<file path="config.mk">
export PLATFORM = sky130hd
export DESIGN_NAME = maze_tile_fetch
export DESIGN_NICKNAME = d
export VERILOG_FILES = /design/src/rtl/maze_tile_fetch.sv
export SDC_FILE = /design/constraint.sdc
export NUM_CORES = 1
export LEC_CHECK = 0
export CORE_UTILIZATION = 40
export DETAILED_ROUTE_END_ITERATION = 7
export GPL_TIMING_DRIVEN = 0
export PLACE_DENSITY = 0.83
export SYNTH_ARGS = -nofsm -noshare
export SYNTH_HDL_FRONTEND = slang
export SYNTH_SLANG_ARGS = --single-unit
export TNS_END_PERCENT = 10
</file>
<file path="constraint.sdc">
create_clock -name clk -period 1.5 [get_ports clk]
set_clock_uncertainty 0.2 [all_clocks]
set_input_delay 0.3 -clock clk [delete_from_list [all_inputs] [get_ports clk]]
set_output_delay 0.3 -clock clk [all_outputs]
set_load 0.01 [all_outputs]
</file>
<file path="src/rtl/maze_tile_fetch.sv">
// maze_tile_fetch: front end of the maze renderer. Splits each screen pixel into
// a maze cell and a 4-bit in-tile offset. It then reads the cell's wall nibble
// from synchronous maze RAM, drives the wall_layout stage, and registers its
// answer as the rendered pixel.
//
// This is a 3-stage streaming pipeline with no backpressure. Bubbles travel
// through the pipeline as empty slots.
//
// Optional feature: define MAZE_CURSOR_EN to add the cursor_col/cursor_row
// ports. When enabled, pixels that fall in the highlighted cell are inverted.
module maze_tile_fetch #(
  parameter int MAZE_W = 16,
  parameter int MAZE_H = 16,
  parameter int ADDR_W = 8
) (
  input  logic              clk,
  input  logic              rst_n,
  input  logic              pix_valid,
  input  logic [11:0]       pix_x,
  input  logic [11:0]       pix_y,
  output logic              ram_rd_en,
  output logic [ADDR_W-1:0] ram_addr,
  input  logic [3:0]        ram_rdata,
  output logic [3:0]        tile_x,
  output logic [3:0]        tile_y,
  output logic              wall_l,
  output logic              wall_t,
  output logic              wall_r,
  output logic              wall_b,
  input  logic              wl_value,
  output logic              pix_out,
  output logic              pix_out_vld
`ifdef MAZE_CURSOR_EN
  ,
  input  logic [7:0]        cursor_col,
  input  logic [7:0]        cursor_row
`endif
);

  logic [7:0]        col;
  logic [7:0]        row;
  logic              in_maze;
  logic              fetch;
  logic [ADDR_W-1:0] cell_addr;
  logic              s1_valid;
  logic [3:0]        s1_off_x;
  logic [3:0]        s1_off_y;
  logic              s2_valid;
  logic              s2_in_maze;
  logic              invert;

  // Split the incoming pixel into a cell and decide whether the cell lies inside the maze
  always_comb begin
    col       = pix_x[11:4];
    row       = pix_y[11:4];
    in_maze   = (32'(col) < 32'(MAZE_W)) && (32'(row) < 32'(MAZE_H));
    fetch     = pix_valid & in_maze;
    cell_addr = ADDR_W'(32'(row) * 32'(MAZE_W) + 32'(col));
  end

  // Stage 1: issue the RAM read and carry the in-tile offsets alongside it
  always_ff @(posedge clk or negedge rst_n) begin
    if (!rst_n) begin
      ram_rd_en <= 1'b0;
      ram_addr  <= '0;
      s1_valid  <= 1'b0;
      s1_off_x  <= 4'd0;
      s1_off_y  <= 4'd0;
    end else begin
      ram_rd_en <= fetch;
      ram_addr  <= fetch ? cell_addr : '0;
      s1_valid  <= pix_valid;
      s1_off_x  <= pix_valid ? pix_x[3:0] : 4'd0;
      s1_off_y  <= pix_valid ? pix_y[3:0] : 4'd0;
    end
  end

  // Stage 2: present the tile offsets while the RAM returns the wall nibble
  always_ff @(posedge clk or negedge rst_n) begin
    if (!rst_n) begin
      tile_x     <= 4'd0;
      tile_y     <= 4'd0;
      s2_valid   <= 1'b0;
      s2_in_maze <= 1'b0;
    end else begin
      tile_x     <= s1_off_x;
      tile_y     <= s1_off_y;
      s2_valid   <= s1_valid;
      s2_in_maze <= ram_rd_en;
    end
  end

  // Read data is only meaningful in slots that actually fetched a cell
  always_comb begin
    {wall_l, wall_t, wall_r, wall_b} = s2_in_maze ? ram_rdata : 4'b0000;
  end

`ifdef MAZE_CURSOR_EN
  logic s1_hit;
  logic s2_hit;

  // Cursor match is decided on the raw pixel and travels with its slot
  always_ff @(posedge clk or negedge rst_n) begin
    if (!rst_n) begin
      s1_hit <= 1'b0;
      s2_hit <= 1'b0;
    end else begin
      s1_hit <= fetch && (col == cursor_col) && (row == cursor_row);
      s2_hit <= s1_hit;
    end
  end

  assign invert = s2_hit;
`else
  assign invert = 1'b0;
`endif

  // Stage 3: capture the wall_layout answer as the rendered pixel
  always_ff @(posedge clk or negedge rst_n) begin
    if (!rst_n) begin
      pix_out     <= 1'b0;
      pix_out_vld <= 1'b0;
    end else begin
      pix_out     <= s2_in_maze & (wl_value ^ invert);
      pix_out_vld <= s2_valid;
    end
  end

endmodule

</file>
==> flow_summary.toml <==
[run_status]
status = "finished with violations"
violations = "setup timing"

[worst_setup_path]
crit_chain = "clkdlybuf4s50_1, and2_4, buf_2"
cp_slowest_cell = "clkdlybuf4s50_1"
startpoint_type = "input pin"
crit_arrival_ps = 1020
rr_worst_depth = 1
cpPeakStageDelay_ps = 460
worstPathRequired_ps = 1000
r2r-start = "s2_in_maze"
cpLargestDelayFamily = "buffers and inverters"
cp_num_buf_inv = 2
r2r_end = "pix_out"
cp_max_fo = 1
endpoint_kind = "output port"
crit_type = "in -> out"
r2r_slack_ps = 630

[yosys]
synth-main-ff-cell = "dfrtp_1"
synth_nets = 102
synth_area_leaders = "dfrtp_1 74%, and2_1 9.8%, ha_1 3.7%"
yosysTopAreaCell = "dfrtp_1"
synth_area_um2 = 1020
ys_async_sr_fraction_pct = 100
yosysMostFrequentCell = "dfrtp_1"
yosys_register_bits = 30
yosysWarnings = 0
synth_edf_count = 0
ys_seq_area_share_pct = 73.7
avgSynthCellArea_um2 = 15.4
synth_common_cells = "30 x dfrtp_1, 16 x and2_1, 4 x and2_2, 3 x ha_1"
synthCells = 66
synth_top_area_share_pct = 73.7
synthDistinctLibCells = 14

[cts]
htree_levels = 2
clkTransAtPathRegs_ps = 80
clock_path_buffers = 2
clk_latency_ps = 310
clock-sinks = 30
cts_root_buf = "clkbuf_4"
cts_tree = "yes"
cts_buffers = 5
postCtsSetupBuffers = 0

[route]
drc = 0
ant_nets = 0
drt_iter0_drc = 1
wire_per_inst_um = 11.7
dr.pass1.iters = 2
via_count = 725
drt_wl_total_um = 1820
via_per_inst = 4.65

[grt]
antenna_found_initial = 0
grt_max_degree = 31
grt_overflow = 0
grt_pass1_wl_um = 2790
grtUsageTotal_pct = 15.4
grt_pass1_vias = 670

[timing]
setup_ws_ps = -21.2
period_needed_ps = 1520
rsz0062_at_grt = "yes"
drv_slew = 0
relSlewSlack_pct = 59.8
fmax_mhz = 657
worst_slew_pin_slew_ps = 603
setup_viol = 2
min_period_over_period_pct = 101
hold_violations = 0

[min_path]
min_from = "s1_off_y[3]"
min_path_type = "reg -> reg"
hold_end = "tile_y[3]"
whs_path_depth = 0

[power_and_ir_drop]
leakagePower_nw = 0.862
p_total_mw = 1.63
powerDensity_nw_per_um2 = 972
ir_worst_vdd_mv = 0.679

[placed_design]
post_dp_cell_area_um2 = 1590
place.gp.congestion = 0.619
numPortBuffers = 54
preCtsSetupSlack_ps = -504
hpwl_um = 1370

[floorplanning]
core_area_um2 = 2300
die_width_um = 52.5
die_h_um = 52.5
start_util_pct = 44.3
die-area_um2 = 2750
ios = 55
num_rows = 17

[layout]
drive_gt1_share_pct = 18.0
antenna_cells = 0
fin_area_um2 = 1680
nFillCells = 178
nNetsFinal = 164
area_growth_pct = 65.1
post-route-util_pct = 73.2

[job]
maxCapViolCount = 0
[report_power, final]
part	leakage (nW)	total, mW	internal [mW]	switching, mW
Sequential	0.395	0.839	0.834	0.00537
Clock	0.0443	0.628	0.388	0.240
Combinational	0.423	0.167	0.107	0.0608
Total	0.862	1.63	1.33	0.306
[routing by layer]
metal	routed length, µm	part of all wire [%]	up-vias	global-route usage (%)
met2	962	53	44	25.5
met5	0	0	-	0
li1	-	-	334	-
met3	220	12	3	6.38
met1	609	33	344	15.6
met4	29	1.6	0	10.5
[final cells by class]
| cell class | instances | area, µm² | share of cell area [%] |
|---|---|---|---|
| repair buffers | 55 | 517 | 30.7 |
| clock inverters | 1 | 30.0 | 1.79 |
| clock buffers | 6 | 51.3 | 3.05 |
| plain buffers | 1 | 11.3 | 0.670 |
| well taps | 28 | 35.0 | 2.08 |
| multi-input cells | 35 | 287 | 17.0 |
| flip-flops and latches | 30 | 751 | 44.6 |
[worst max path at each step]
stage	slack (ps)	to	depth (start not counted)	from
after global placement	-480	ram_addr[6]	5	pix_x[8]
final	-20	wall_l	3	ram_rdata[3]
after global routing	-60	wall_l	2	s2_in_maze
after detailed placement	-500	ram_addr[4]	1	rst_n
after floorplan	0.9	ram_addr[6]	4	pix_x[8]
after CTS	-100	ram_addr[6]	5	pix_x[8]
[through the flow]
step	std cells	hold WS (ps)	setup TNS, ps
after detailed placement	148	136	-19880
after floorplan	66	-196	0
final	156	151	-22.8
after global routing	156	160	-225
after global placement	148	131	-18390
after CTS	155	156	-269
[placed cells by master (no fill, tap or decap), types with 2 or more instances in the layout]
cell type        Yosys  routed
xor2_1               2       2
dlygate4sd2_1        0      13
and2_2               4       4
clkdlybuf4s15_1      0       6
buf_2                0       5
nor2_1               2       2
and2_1              16      15
clkbuf_4             0       5
dlymetal6s2s_1       0       3
dfrtp_1             30      30
clkdlybuf4s50_1      0      27
[flip-flops by register name, indices dropped and copies added (netlist names)]
name,count
pix_out,1
pix_out_vld,1
ram_addr,8
ram_rd_en,1
s1_off_x,4
s1_off_y,4
s1_valid,1
s2_in_maze,1
s2_valid,1
tile_x,4
tile_y,4
[cell families (layout without fill, tap and decap cells)]
| family | after synthesis | after routing | synth area share, % |
|---|---|---|---|
| AOI/OAI and AO/OA | 3 | 3 | 1.72 |
| DFF | 30 | 30 | 73.7 |
| adders and majority gates | 4 | 4 | 5.65 |
| xor gates and xnor gates | 2 | 2 | 1.72 |
| buffers and inverters | 1 | 63 | 1.11 |
| and+or+nand+nor | 26 | 26 | 16.1 |
[what timing repair did]
action	in CTS	in global routing
endpoints found under the hold margin	0	30
resized for setup	37	14
pin swaps	1	2
hold buffers	0	1
endpoints found under the setup margin	61	18
Note: power is estimated with default switching activity, not from simulation.
